**src/rtl/multicycle_sequencer_pkg.sv**
```systemverilog
// Shared encodings for the multi-cycle processor control path: opcodes, ALU ops,
// FSM states, PC source select and the control word produced by the decoder.
package proc_ctrl_pkg;

    localparam logic [3:0] OP_RTYPE = 4'b0000;
    localparam logic [3:0] OP_ADDI  = 4'b0100;
    localparam logic [3:0] OP_LOAD  = 4'b1011;
    localparam logic [3:0] OP_STORE = 4'b1111;
    localparam logic [3:0] OP_BEQ   = 4'b1000;
    localparam logic [3:0] OP_JUMP  = 4'b0010;

    localparam logic [2:0] ALU_ADD = 3'b000;
    localparam logic [2:0] ALU_SUB = 3'b001;
    localparam logic [2:0] ALU_AND = 3'b010;
    localparam logic [2:0] ALU_OR  = 3'b100;
    localparam logic [2:0] ALU_XOR = 3'b101;
    localparam logic [2:0] ALU_SLT = 3'b110;
    localparam logic [2:0] ALU_CMP = 3'b111;

    typedef enum logic [2:0] {
        S_FETCH, S_DECODE, S_EXEC, S_MEM, S_WB, S_ERROR
    } state_t;

    typedef enum logic [1:0] {
        PC_INC    = 2'b00,
        PC_BRANCH = 2'b01,
        PC_JUMP   = 2'b10
    } pc_src_t;

    typedef enum logic [2:0] {
        IC_ALU, IC_LOAD, IC_STORE, IC_BEQ, IC_JUMP
    } iclass_t;

    typedef struct packed {
        logic       alu_src;
        logic [2:0] alu_ctrl;
        logic       mem_to_reg;
        logic       r2_chooser;
        iclass_t    iclass;
        logic       illegal;
    } ctrl_word_t;

endpackage

```
**src/rtl/multicycle_sequencer_if.sv**
```systemverilog
// Bundle of handshake, instruction-field and datapath-control signals between
// the sequencer (master) and the datapath / memories (slave).
interface multicycle_sequencer_if #(parameter int CNT_W = 16);
    logic             run;
    logic [3:0]       opcode;
    logic [2:0]       func;
    logic             zero;
    logic             imem_req;
    logic             imem_ready;
    logic             dmem_req;
    logic             dmem_ready;
    logic             dmem_we;
    logic             ir_we;
    logic             pc_we;
    logic [1:0]       pc_src;
    logic             reg_write;
    logic             alu_src;
    logic [2:0]       alu_ctrl;
    logic             mem_to_reg;
    logic             r2_chooser;
    logic             illegal;
    logic             err;
    logic [CNT_W-1:0] retired;

    modport master (
        input  run, opcode, func, zero, imem_ready, dmem_ready,
        output imem_req, dmem_req, dmem_we, ir_we, pc_we, pc_src, reg_write,
               alu_src, alu_ctrl, mem_to_reg, r2_chooser, illegal, err, retired
    );

    modport slave (
        output run, opcode, func, zero, imem_ready, dmem_ready,
        input  imem_req, dmem_req, dmem_we, ir_we, pc_we, pc_src, reg_write,
               alu_src, alu_ctrl, mem_to_reg, r2_chooser, illegal, err, retired
    );
endinterface

```
**src/rtl/multicycle_sequencer_decoder.sv**
```systemverilog
// Combinational opcode/func decode into the control word latched by the sequencer.
module instr_decoder
    import proc_ctrl_pkg::*;
(
    input  logic [3:0] i_opcode,
    input  logic [2:0] i_func,
    output ctrl_word_t o_cw
);

    always_comb begin
        o_cw        = '0;
        o_cw.iclass = IC_ALU;
        case (i_opcode)
            OP_RTYPE: begin
                case (i_func)
                    ALU_ADD, ALU_SUB, ALU_AND, ALU_OR, ALU_XOR, ALU_SLT: o_cw.alu_ctrl = i_func;
                    default: o_cw.illegal = 1'b1;
                endcase
            end
            OP_ADDI: begin
                o_cw.alu_src  = 1'b1;
                o_cw.alu_ctrl = ALU_ADD;
            end
            OP_LOAD: begin
                o_cw.alu_src    = 1'b1;
                o_cw.mem_to_reg = 1'b1;
                o_cw.iclass     = IC_LOAD;
            end
            OP_STORE: begin
                o_cw.alu_src    = 1'b1;
                o_cw.r2_chooser = 1'b1;
                o_cw.iclass     = IC_STORE;
            end
            OP_BEQ: begin
                o_cw.alu_ctrl   = ALU_CMP;
                o_cw.r2_chooser = 1'b1;
                o_cw.iclass     = IC_BEQ;
            end
            OP_JUMP:  o_cw.iclass  = IC_JUMP;
            default:  o_cw.illegal = 1'b1;
        endcase
    end

endmodule

```
**src/rtl/multicycle_sequencer.sv**
```systemverilog
// Multi-cycle control FSM: fetch/decode/exec/mem/writeback sequencing with
// req/ready memory handshakes, a wait-cycle timeout and a retired counter.
module multicycle_sequencer
    import proc_ctrl_pkg::*;
#(
    parameter int MEM_TIMEOUT = 16,
    parameter int CNT_W       = 16
) (
    input  logic                  clk,
    input  logic                  rst,
    multicycle_sequencer_if.master bus
);

    localparam logic [7:0] WAIT_LAST = 8'(MEM_TIMEOUT - 1);

    state_t           r_state, w_next;
    ctrl_word_t       r_cw, w_cw;
    logic [7:0]       r_wait;
    logic [CNT_W-1:0] r_retired;
    logic             r_err;
    logic             w_retire, w_wait_inc, w_timeout;

    instr_decoder u_dec (
        .i_opcode (bus.opcode),
        .i_func   (bus.func),
        .o_cw     (w_cw)
    );

    always_ff @(posedge clk or posedge rst) begin
        if (rst) begin
            r_state   <= S_FETCH;
            r_cw      <= '0;
            r_wait    <= '0;
            r_retired <= '0;
            r_err     <= 1'b0;
        end else begin
            r_state <= w_next;
            if (r_state == S_DECODE) r_cw <= w_cw;
            r_wait <= w_wait_inc ? r_wait + 8'd1 : 8'd0;
            if (w_retire)  r_retired <= r_retired + CNT_W'(1);
            if (w_timeout) r_err     <= 1'b1;
        end
    end

    always_comb begin
        w_next         = r_state;
        w_retire       = 1'b0;
        w_wait_inc     = 1'b0;
        w_timeout      = 1'b0;
        bus.imem_req   = 1'b0;
        bus.dmem_req   = 1'b0;
        bus.dmem_we    = 1'b0;
        bus.ir_we      = 1'b0;
        bus.pc_we      = 1'b0;
        bus.pc_src     = PC_INC;
        bus.reg_write  = 1'b0;
        bus.alu_src    = 1'b0;
        bus.alu_ctrl   = 3'b000;
        bus.mem_to_reg = 1'b0;
        bus.r2_chooser = 1'b0;
        bus.illegal    = 1'b0;
        bus.err        = r_err;
        bus.retired    = r_retired;

        case (r_state)
            S_FETCH: begin
                bus.imem_req = bus.run;
                if (bus.run && bus.imem_ready) begin
                    bus.ir_we = 1'b1;
                    bus.pc_we = 1'b1;
                    w_next    = S_DECODE;
                end else if (bus.run) begin
                    // a late ready on the final wait cycle still completes normally
                    if (r_wait == WAIT_LAST) begin
                        w_next    = S_ERROR;
                        w_timeout = 1'b1;
                    end else begin
                        w_wait_inc = 1'b1;
                    end
                end
            end
            S_DECODE: begin
                bus.illegal = w_cw.illegal;
                w_next      = w_cw.illegal ? S_FETCH : S_EXEC;
            end
            S_EXEC: begin
                case (r_cw.iclass)
                    IC_LOAD, IC_STORE: w_next = S_MEM;
                    IC_BEQ: begin
                        bus.pc_we  = bus.zero;
                        bus.pc_src = bus.zero ? PC_BRANCH : PC_INC;
                        w_next     = S_FETCH;
                        w_retire   = 1'b1;
                    end
                    IC_JUMP: begin
                        bus.pc_we  = 1'b1;
                        bus.pc_src = PC_JUMP;
                        w_next     = S_FETCH;
                        w_retire   = 1'b1;
                    end
                    default: w_next = r_cw.illegal ? S_FETCH : S_WB;
                endcase
            end
            S_MEM: begin
                bus.dmem_req = 1'b1;
                bus.dmem_we  = (r_cw.iclass == IC_STORE);
                if (bus.dmem_ready) begin
                    w_next   = (r_cw.iclass == IC_STORE) ? S_FETCH : S_WB;
                    w_retire = (r_cw.iclass == IC_STORE);
                end else if (r_wait == WAIT_LAST) begin
                    w_next    = S_ERROR;
                    w_timeout = 1'b1;
                end else begin
                    w_wait_inc = 1'b1;
                end
            end
            S_WB: begin
                bus.reg_write = 1'b1;
                w_next        = S_FETCH;
                w_retire      = 1'b1;
            end
            default: w_next = S_ERROR;
        endcase

        // datapath selects follow the latched word only while an instruction executes
        if (r_state == S_EXEC || r_state == S_MEM || r_state == S_WB) begin
            bus.alu_src    = r_cw.alu_src;
            bus.alu_ctrl   = r_cw.alu_ctrl;
            bus.mem_to_reg = r_cw.mem_to_reg;
            bus.r2_chooser = r_cw.r2_chooser;
        end
    end

endmodule

```
**src/flat_wrapper.sv**
```systemverilog
// flat-port wrapper written by rule: the top's interface ports become plain ports
module multicycle_sequencer_flat import proc_ctrl_pkg::*;
#(
    parameter int MEM_TIMEOUT = 16,
    parameter int CNT_W       = 16
)
  (clk, rst, bus_run, bus_opcode, bus_func, bus_zero, bus_imem_ready, bus_dmem_ready, bus_imem_req, bus_dmem_req, bus_dmem_we, bus_ir_we, bus_pc_we, bus_pc_src, bus_reg_write, bus_alu_src, bus_alu_ctrl, bus_mem_to_reg, bus_r2_chooser, bus_illegal, bus_err, bus_retired);
  multicycle_sequencer_if #(.CNT_W(CNT_W)) bus_i ();
  input  logic clk;
  input  logic rst;
  input wire logic [$bits(bus_i.run)-1:0] bus_run;
  input wire logic [$bits(bus_i.opcode)-1:0] bus_opcode;
  input wire logic [$bits(bus_i.func)-1:0] bus_func;
  input wire logic [$bits(bus_i.zero)-1:0] bus_zero;
  input wire logic [$bits(bus_i.imem_ready)-1:0] bus_imem_ready;
  input wire logic [$bits(bus_i.dmem_ready)-1:0] bus_dmem_ready;
  output wire logic [$bits(bus_i.imem_req)-1:0] bus_imem_req;
  output wire logic [$bits(bus_i.dmem_req)-1:0] bus_dmem_req;
  output wire logic [$bits(bus_i.dmem_we)-1:0] bus_dmem_we;
  output wire logic [$bits(bus_i.ir_we)-1:0] bus_ir_we;
  output wire logic [$bits(bus_i.pc_we)-1:0] bus_pc_we;
  output wire logic [$bits(bus_i.pc_src)-1:0] bus_pc_src;
  output wire logic [$bits(bus_i.reg_write)-1:0] bus_reg_write;
  output wire logic [$bits(bus_i.alu_src)-1:0] bus_alu_src;
  output wire logic [$bits(bus_i.alu_ctrl)-1:0] bus_alu_ctrl;
  output wire logic [$bits(bus_i.mem_to_reg)-1:0] bus_mem_to_reg;
  output wire logic [$bits(bus_i.r2_chooser)-1:0] bus_r2_chooser;
  output wire logic [$bits(bus_i.illegal)-1:0] bus_illegal;
  output wire logic [$bits(bus_i.err)-1:0] bus_err;
  output wire logic [$bits(bus_i.retired)-1:0] bus_retired;
  assign bus_i.run = bus_run;
  assign bus_i.opcode = bus_opcode;
  assign bus_i.func = bus_func;
  assign bus_i.zero = bus_zero;
  assign bus_i.imem_ready = bus_imem_ready;
  assign bus_i.dmem_ready = bus_dmem_ready;
  assign bus_imem_req = bus_i.imem_req;
  assign bus_dmem_req = bus_i.dmem_req;
  assign bus_dmem_we = bus_i.dmem_we;
  assign bus_ir_we = bus_i.ir_we;
  assign bus_pc_we = bus_i.pc_we;
  assign bus_pc_src = bus_i.pc_src;
  assign bus_reg_write = bus_i.reg_write;
  assign bus_alu_src = bus_i.alu_src;
  assign bus_alu_ctrl = bus_i.alu_ctrl;
  assign bus_mem_to_reg = bus_i.mem_to_reg;
  assign bus_r2_chooser = bus_i.r2_chooser;
  assign bus_illegal = bus_i.illegal;
  assign bus_err = bus_i.err;
  assign bus_retired = bus_i.retired;
  multicycle_sequencer #(.MEM_TIMEOUT(MEM_TIMEOUT), .CNT_W(CNT_W)) u_core (.clk(clk), .rst(rst), .bus(bus_i));
endmodule
```
**config.mk**
```make
export PLATFORM = sky130hd
export DESIGN_NAME = multicycle_sequencer_flat
export DESIGN_NICKNAME = d
export VERILOG_FILES = /design/src/rtl/multicycle_sequencer_pkg.sv /design/src/rtl/multicycle_sequencer_if.sv /design/src/rtl/multicycle_sequencer_decoder.sv /design/src/rtl/multicycle_sequencer.sv /design/src/flat_wrapper.sv
export SDC_FILE = /design/constraint.sdc
export NUM_CORES = 1
export LEC_CHECK = 0
export BUFFER_PORTS_ARGS = -buffer_cell sky130_fd_sc_hd__buf_2
export CAP_MARGIN = 30
export CELL_PAD_IN_SITES_DETAIL_PLACEMENT = 0
export CELL_PAD_IN_SITES_GLOBAL_PLACEMENT = 1
export CORE_AREA = 4 4 82 84
export CTS_BUF_LIST = sky130_fd_sc_hd__clkbuf_4 sky130_fd_sc_hd__clkbuf_8
export DETAILED_ROUTE_END_ITERATION = 12
export DIE_AREA = 0 0 86 88
export GPL_ROUTABILITY_DRIVEN = 0
export PLACE_DENSITY_LB_ADDON = 0.2
export SLEW_MARGIN = 20
export SYNTH_ARGS = -nofsm -noshare
export SYNTH_HDL_FRONTEND = slang
export SYNTH_SLANG_ARGS = --single-unit
export TNS_END_PERCENT = 1
```
**constraint.sdc**
```tcl
create_clock -name clk -period 2.6 [get_ports clk]
set_clock_uncertainty 0.15 [all_clocks]
set_input_delay 0 -clock clk [delete_from_list [all_inputs] [get_ports clk]]
set_output_delay 0 -clock clk [all_outputs]
set_load 0.005 [all_outputs]
```
# [Word level (Yosys, flattened, before mapping)]
# Cells that the tools add are included.
[word_totals] input_bits=13 reg_bits=38 output_inout_bits=32 word_cells=91
[classes] n_eq_ne=20 n_reduce_logical=12 add_sub_neg=2 mux=47
[ops] op="2-to-1 mux 1 bit" n=25
[ops] op="2-to-1 mux 3 bit" n=8
[ops] op="adder 16 x 1 -> 16 bit (second input constant)" n=1
[ops] op="equality test 3 x 2 -> 1 bit (second input constant)" n=5
[ops] op="equality test 3 bit (second input constant)" n=5
[ops] op="case mux 3 bit (5 select lines)" n=1
[ops] op="equality test 4 bit (second input constant)" n=3
[ops] op="case mux 3 bit (2 select lines)" n=2
[ops] op="case mux 3 bit (4 select lines)" n=1
[ops] op="case mux 1 bit (2 select lines)" n=5
[ops] op="equality test 3 x 1 -> 1 bit (second input constant)" n=3
[ops] op="adder 8 x 1 -> 8 bit (second input constant)" n=1
[ops] op="equality test 8 x 4 -> 1 bit (second input constant)" n=1
[ops] op="2-to-1 mux 8 bit" n=1
[ops] op="zero test 3 bit" n=2
[ops] op="OR reduction 2 bit" n=3
[ops] op="OR reduction 6 bit" n=1
[ops] op="OR reduction 5 bit" n=1
[ops] op="equality test 4 x 2 -> 1 bit (second input constant)" n=1
[ops] op="equality test 4 x 3 -> 1 bit (second input constant)" n=1
[ops] op="zero test 4 bit" n=1
[ops] op="2-to-1 mux 2 bit" n=2
[ops] op="case mux 2 bit (2 select lines)" n=1
[ops] op="!= test 3 x 2 -> 1 bit (second input constant)" n=1
[ops] op="other kinds (4)" n=5

# [Depth between registers and ports, before layout]
# Gate-level depths: netlist of run 1.
[logic_depth] ltp_word=6 mapped_depth=8

# [Hierarchy]
# Synthesis of run 1 repeated with hierarchy kept, for this count alone.
[unflattened] cells_unflattened=204 hier_area_um2=2090.8
[modules_own_cells] mod="multicycle_sequencer" instances=1 cells_per_inst=181 area_per_inst_um2=1945.6
[modules_own_cells] mod="instr_decoder" instances=1 cells_per_inst=23 area_per_inst_um2=145.1

# [Worst setup path before layout of run 1]
# OpenSTA, ideal clock, no wires.
[synth_timing] path_kind="register to register" from="reg u_core.r_state[2]" to="reg u_core.r_retired[10], in the netlist u_core.bus.retired[10]" t_arrival_ns=1.589 period_less_slack_ns=1.818 n_path_buf=2 t_required_ns=2.371 stages_incl_launch_ff=8 setup_slack_ns=0.782 cell_sequence="dfrtp_1 buf_4 nor3b_4 o21ai_2 and3_1 buf_6 nor4_1 xor2_1"
[synth_via] elab_chain_len=2 elab_cells_between_ends=4
[synth_lines] element="from (decl)" line="multicycle_sequencer.sv:16" source="state_t r_state, w_next;"
[synth_lines] element="from (signal assigned)" line="multicycle_sequencer.sv:37" source="r_state <= w_next;"
[synth_lines] element="equality test 3 bit or equality test 3 x 2 -> 1 bit (tied branches)" line="multicycle_sequencer.sv:65" source="case (r_state)"
[synth_lines] element="case mux 1 bit (3 select lines) (*)" line="multicycle_sequencer.sv:65"
[synth_lines] element="to (signal assigned)" line="multicycle_sequencer.sv:40" source="if (w_retire) r_retired <= r_retired + CNT_W'(1);"
[synth_lines] element="to (decl)" line="multicycle_sequencer.sv:19" source="logic [CNT_W-1:0] r_retired;"
# Every way passes the cells marked *; elsewhere a longest branch is shown, timed or not.
# A chain may end at the register's enable or synchronous reset.

# [Final worst setup path of run 1]
[layout_timing] from="reg u_core.r_cw[1] in the netlist's numbering" to="reg u_core.r_state[2]"
[layout_via] elab_chain_len=4 elab_cells_between_ends=10
[layout_lines] element="from (decl)" line="multicycle_sequencer.sv:17" source="ctrl_word_t r_cw, w_cw;"
[layout_lines] element="from (signal assigned)" line="multicycle_sequencer.sv:38" source="if (r_state == S_DECODE) r_cw <= w_cw;"
[layout_lines] element="equality test 3 x 2 -> 1 bit (tied with other cells)" line="multicycle_sequencer.sv:87" source="case (r_cw.iclass)"
[layout_lines] element="OR reduction 2 bit (no line) (tied with other cells)"
[layout_lines] element="case mux 3 bit (2 select lines) or 2-to-1 mux 3 bit (tied branches)" line="multicycle_sequencer.sv:87, multicycle_sequencer.sv:107"
[layout_lines] element="case mux 3 bit (5 select lines) (*)" line="multicycle_sequencer.sv:65"
# Marked as above.

==> results of run 1 <==
[worst paths after layout]
kind / from / to / slack [ps]
setup / recovery: u_core.r_cw[1]$_DFFE_PP0P_ / u_core.r_state[2]$_DFFE_PP0P_ / 320
hold / removal: bus_opcode[1] / u_core.r_cw[5]$_DFFE_PP0P_ / 20
setup reg to reg: u_core.r_cw[1]$_DFFE_PP0P_ / u_core.r_state[2]$_DFFE_PP0P_ / 320
hold reg to reg: u_core.r_wait[0]$_DFF_PP0_ / u_core.r_wait[0]$_DFF_PP0_ / 320
max in group asynchronous: rst / u_core.r_cw[1]$_DFFE_PP0P_ / 1740
min in group asynchronous: rst / u_core.bus.err$_DFFE_PP0P_ / 210
[per-stage QoR]
| stage | util (%) | worst slack (ps) | power (W) | std cells |
|---|---|---|---|---|
| after floorplan | - | 782 | 0.00126 | 220 |
| after global placement | 39.1 | 556 | 0.00142 | 330 |
| after detailed placement | 39.1 | 480 | 0.00143 | 330 |
| after CTS | 44.0 | 358 | 0.00206 | 353 |
| after global routing | 44.0 | 226 | 0.00217 | 353 |
| final | 44.0 | 325 | 0.00202 | 353 |
[where the power goes]
part | switching [W] | internal (W) | total [W]
Combinational | 0.000289 | 0.000273 | 0.000562
Sequential | 0.000148 | 0.000705 | 0.000853
Clock | 0.000222 | 0.000385 | 0.000607
[per-layer routing]
layer / share of wire, % / vias up / track usage, %
met1: 48 / 781 / 16.9
met5: 0 / - / 0
li1: - / 861 / -
met3: 6.2 / 5 / 3.95
met4: 1.3 / 0 / 3.88
met2: 45 / 34 / 20.5
[registers in the layout, summed over array words and instances (netlist names)]
signal              flops
u_core.bus.err          1
u_core.bus.retired     16
u_core.r_cw            10
u_core.r_state          3
u_core.r_wait           8
[cell type report]
| type | count | area [µm²] |
|---|---|---|
| inverters | 8 | 30.0 |
| clock buffers | 5 | 68.8 |
| flip-flops and latches | 38 | 951 |
| fillers | 599 | 3320 |
| clock inverters | 3 | 68.8 |
| multi-input cells | 164 | 1010 |
| repair buffers | 60 | 378 |
| well taps | 75 | 93.8 |
[repair_timing]
action                                 in CTS  in global routing
hold buffers                               15                  0
endpoints found under the hold margin      50                  0
gates resized for setup                     0                  0
[critical path: cells and delay by family (launching register included)]
kind / cells / cell delay, ps
simple gates: 2 / 680
buf+inv: 1 / 570
flops: 1 / 480
compound gates: 2 / 290
[Yosys cell counts (5+ instances only)]
cell type	n	share of area [%]
nor2b_1	9	2.7
dfrtp_1	38	46
nor2_1	26	4.8
clkbuf_1	6	1.1
nor3_1	5	1.2
inv_1	8	1.5
xor2_1	10	4.3
and3_1	6	1.8
a21oi_1	8	2.0
nand2_1	20	3.7
o21ai_0	9	2.2
xnor2_1	12	5.1
nand3_1	13	3.2
[kinds of logic (layout without fill, tap and decap cells)]
family / after synthesis / count (layout) / share of synthesized area (%)
buf+inv: 18 / 76 / 4.21
simple gates: 109 / 109 / 28.9
fa+ha+maj: 2 / 2 / 1.22
flops: 38 / 38 / 46.4
compound gates: 30 / 30 / 9.40
xor+xnor: 22 / 22 / 9.40
mux: 1 / 1 / 0.549
==> impl_metrics.py, run 1 <==
metrics = {
    "status": {
        "outcome": "completed",
    },
    "global_routing": {
        "grt_pass1_wl_mm": 7.71,
        "antenna_found_initial": 0,
        "grt_overflow": 0,
        "grt_pass1_vias": 1607,
        "grt_max_degree": 39,
        "grt_usage_pct": 12.9,
    },
    "synthesis": {
        "syn_nets": 235,
        "syn_inst": 220,
        "async_flop_share_pct": 100,
        "synth_enable_flop_cells": 0,
        "synth.avg_cell_area_um2": 9.32,
        "ys_ff_latch": 38,
        "ys.flop_type": "dfrtp_1",
        "yosysWarnings": 0,
        "synth_cell_types": 44,
        "ys_seq_area_share_pct": 46.4,
        "syn_area_um2": 2050,
    },
    "sta": {
        "whs_ps": 16.4,
        "setup_total_negative_slack_ps": 0,
        "rsz0062_at_grt": "false",
        "period_share_pct": 87.5,
        "fmax_mhz": 440,
        "finalSetupViolCount": 0,
        "slew_headroom_pct": 67.4,
        "maxSlewViolCount": 0,
        "min_period_ps": 2280,
        "worstMarginPinSlew_ps": 485,
        "hold_viol_final": 0,
    },
    "clock_tree": {
        "htree_levels": 2,
        "numCtsBuffers": 5,
        "clkSinkCount": 38,
        "root_buffer": "clkbuf_8",
        "worstSkewPairLatency_ps": 290,
        "cts_tree": "yes",
        "cts.clk_slew.worst_paths_ps": 80,
        "cts_setup_buffers": 0,
        "clk_path_buf_depth": 2,
    },
    "worst_setup_path": {
        "critPathMaxFanout": 8,
        "critPathKind": "reg2reg",
        "crit_path_max_incr_delay_ps": 570,
        "cp.required_ps": 2630,
        "r2r_cells": 5,
        "crit_slowest_cell": "dlygate4sd3_1",
        "worstPathArrival_ps": 2310,
        "crit_path_cell_trace": "or3b_2 -> and3_1 -> o21ai_0 -> a31oi_1 -> dlygate4sd3_1",
        "startpoint_type": "flop",
        "end_kind": "flop",
    },
    "pwr": {
        "ir_worst_vdd_uv": 318,
        "power.density_nw_per_um2": 777,
        "power_leakage_nw": 1.18,
    },
    "worst_hold_path": {
        "min_path_type": "in2reg",
        "whs_path_depth": 4,
    },
    "final_layout": {
        "nNetsFinal": 292,
        "mostFrequentLayoutCells": "44 x buf_2, 38 x dfrtp_1, 26 x nor2_1",
        "drive_gt1_share_pct": 23.0,
        "stdcell_area_um2": 2600,
        "final_common_cell": "buf_2",
        "antenna_cells": 0,
        "syn_to_final_growth_pct": 27.0,
    },
    "route": {
        "ant_nets": 0,
        "drcViolationCount": 0,
        "drt_wl_total_mm": 4.55,
        "drt_pre_antenna_iters": 4,
        "vias_per_cell": 4.76,
        "routedWlPerCell_um": 12.9,
        "drtIter0Drc": 56,
        "vias": 1681,
    },
    "die": {
        "rows": 28,
        "pin_count": 45,
        "start_util_pct": 34.6,
        "die_area_um2": 7570,
        "die_height_um": 88,
        "coreArea_um2": 5920,
        "die_x_um": 86,
    },
    "place": {
        "port_buffers": 44,
        "dpl_cell_area_um2": 2320,
        "dp_hpwl_mm": 3.30,
    },
    "flow_run": {
        "drv_cap": 0,
    },
}
No activity file was read; power rests on OpenSTA's default activity.
==> run 2, diff against run 1 <==
--- a/config.mk
+++ b/config.mk
@@ -14,7 +14,7 @@
 export DETAILED_ROUTE_END_ITERATION = 12
 export DIE_AREA = 0 0 86 88
 export GPL_ROUTABILITY_DRIVEN = 0
-export PLACE_DENSITY_LB_ADDON = 0.2
+export PLACE_DENSITY_LB_ADDON = 0.15
 export SLEW_MARGIN = 20
 export SYNTH_ARGS = -nofsm -noshare
 export SYNTH_HDL_FRONTEND = slang
==> impl_metrics.py, run 2 (synthesized netlist as in run 1, its figures left out) <==
metrics = {
    "status": {
        "outcome": "completed",
    },
    "final_layout": {
        "drive_gt1_share_pct": 23.3,
        "nNetsFinal": 289,
        "largest_reg_flops": 16,
        "antenna_cells": 0,
        "final_common_cell": "buf_2",
        "mostFrequentLayoutCells": "44 x buf_2, 38 x dfrtp_1, 26 x nor2_1",
        "syn_to_final_growth_pct": 23.4,
    },
    "die": {
        "die_area_um2": 7570,
        "coreArea_um2": 5920,
        "die_height_um": 88,
        "pin_count": 45,
        "die_x_um": 86,
        "rows": 28,
        "start_util_pct": 34.6,
    },
    "global_routing": {
        "grt_pass1_vias": 1556,
        "grt_overflow": 0,
        "grt_pass1_wl_mm": 7.43,
        "antenna_found_initial": 0,
        "grt_usage_pct": 12.7,
        "grt_max_degree": 39,
    },
    "route": {
        "drtIter0Drc": 32,
        "routedWlPerCell_um": 12.7,
        "drcViolationCount": 0,
        "drt_pre_antenna_iters": 4,
        "vias_per_cell": 4.77,
        "drt_wl_total_mm": 4.46,
        "ant_nets": 0,
        "vias": 1668,
    },
    "worst_setup_path": {
        "r2r-start": "u_core.r_state[1]$_DFFE_PP0P_",
        "r2r_cells": 7,
        "startpoint_type": "flop",
        "critPathMaxFanout": 13,
        "worstPathArrival_ps": 1980,
        "end_kind": "output pin",
        "crit_path_frequent_cell": "nor2_1",
        "critPathKind": "reg2out",
        "reg2reg_slack_ps": 500,
        "rr_endpoint": "u_core.bus.retired[12]$_DFFE_PP0P_",
        "cp.required_ps": 2450,
        "crit_path_max_incr_delay_ps": 610,
        "crit_slowest_cell": "dfrtp_1",
        "crit_path_cell_trace": "nor2_1 -> nand2_1 -> inv_1 -> nor2_1 -> nor2b_1 -> buf_2",
    },
    "sta": {
        "slew_headroom_pct": 62.4,
        "timing.final.ws_setup_ps": 472,
        "fmax_mhz": 470,
        "rsz0062_at_grt": "false",
        "min_period_ps": 2130,
        "maxSlewViolCount": 0,
        "setup_total_negative_slack_ps": 0,
        "period_share_pct": 81.8,
        "finalSetupViolCount": 0,
        "worstMarginPinSlew_ps": 561,
        "hold_viol_final": 0,
        "whs_ps": 18.6,
    },
    "clock_tree": {
        "cts_setup_buffers": 0,
        "cts.clk_slew.worst_paths_ps": 80,
        "htree_levels": 2,
        "root_buffer": "clkbuf_8",
        "cts_tree": "yes",
        "numCtsBuffers": 5,
        "clk_path_buf_depth": 2,
        "worstSkewPairLatency_ps": 290,
        "clkSinkCount": 38,
    },
    "worst_hold_path": {
        "min_path_type": "in2reg",
        "whs_endpoint": "u_core.r_cw[5]$_DFFE_PP0P_",
        "whs_path_depth": 4,
        "min_from": "bus_opcode[1]",
    },
    "place": {
        "dp_hpwl_mm": 3.29,
        "dpl_worst_slack_ps": 505,
        "port_buffers": 44,
    },
    "pwr": {
        "power_leakage_nw": 1.14,
        "p_clk_share_pct": 23.3,
        "p_switching_w": 0.000654,
        "intPower_w": 0.00119,
        "total_power_w": 0.00184,
        "p_comb_share_pct": 30.5,
        "power.density_nw_per_um2": 727,
        "seqPwrFrac_pct": 46.2,
        "ir_worst_vdd_uv": 336,
        "swShare_pct": 35.6,
    },
    "flow_run": {
        "drv_cap": 0,
    },
}
run 2: cell types whose count changed in the layout (fill, tap and decap cells not counted):
cell and change:
dlygate4sd3_1 -3, bufinv_16 -2, clkinv_4 -1, clkbuf_8 +1, clkinv_2 +1, clkinvlp_4 +1
run 2: layout make-up:
type | count | area, µm²
Timing Repair Buffer | 57 | 348
Sequential cell | 38 | 951
Clock buffer | 6 | 82.6
Fill cell | 593 | 3390
Inverter | 8 | 30.0
Multi-Input combinational cell | 164 | 1010
Tap cell | 75 | 93.8
Clock inverter | 2 | 12.5
run 2: timing repair:
| item | 4_1_cts | 5_1_grt |
|---|---|---|
| endpoints found under the setup margin | 0 | 0 |
| resized for setup | 0 | 0 |
| hold endpoints to repair | 50 | 0 |
| hold buffers | 12 | 0 |
run 2: worst max-delay path by stage:
stage | startpoint | to | slack [ps] | depth (start not counted)
6_report | u_core.r_state[0]$_DFFE_PP0P_ | bus_alu_ctrl[1] | 470 | 6
5_1_grt | u_core.r_state[1]$_DFFE_PP0P_ | u_core.bus.retired[12]$_DFFE_PP0P_ | 270 | 7
4_1_cts | u_core.r_state[0]$_DFFE_PP0P_ | bus_alu_ctrl[1] | 470 | 6
3_5_place_dp | u_core.r_state[1]$_DFFE_PP0P_ | u_core.bus.retired[15]$_DFFE_PP0P_ | 510 | 7
3_3_place_gp | u_core.r_state[1]$_DFFE_PP0P_ | u_core.bus.retired[7]$_DFFE_PP0P_ | 560 | 7
2_1_floorplan | u_core.r_state[2]$_DFFE_PP0P_ | u_core.bus.retired[10]$_DFFE_PP0P_ | 780 | 7
run 2: power groups by stage:
stage / registers, W / clock network, W / logic [W]
2_1_floorplan: 0.000797 / 0 / 0.000466
3_3_place_gp: 0.000859 / 0 / 0.000564
3_5_place_dp: 0.000862 / 0 / 0.000563
4_1_cts: 0.000850 / 0.000449 / 0.000575
5_1_grt: 0.000871 / 0.000479 / 0.000640
6_report: 0.000849 / 0.000428 / 0.000561
run 2: per-layer routing:
metal  GRT usage [%]  vias up  share of wire (%)
li1                -      860                  -
met1            16.2      772                 48
met2            20.6       31                 45
met3            3.57        5                5.0
met4            4.75        0                1.5
met5               0        -                  0
run 2: critical path, delay by kind of cell, from the launching register on:
kind | cells | cell delay, ps
AND/OR/NAND/NOR | 4 | 840
flip-flops | 1 | 610
buffers and inverters | 2 | 240
run 2: stage by stage:
step / area (µm²) / util (%) / cells
after floorplan: 2050 / - / 220
after global placement: 2320 / 39.1 / 330
after detailed placement: 2320 / 39.1 / 330
after CTS: 2530 / 42.8 / 350
after global routing: 2530 / 42.8 / 350
final: 2530 / 42.8 / 350
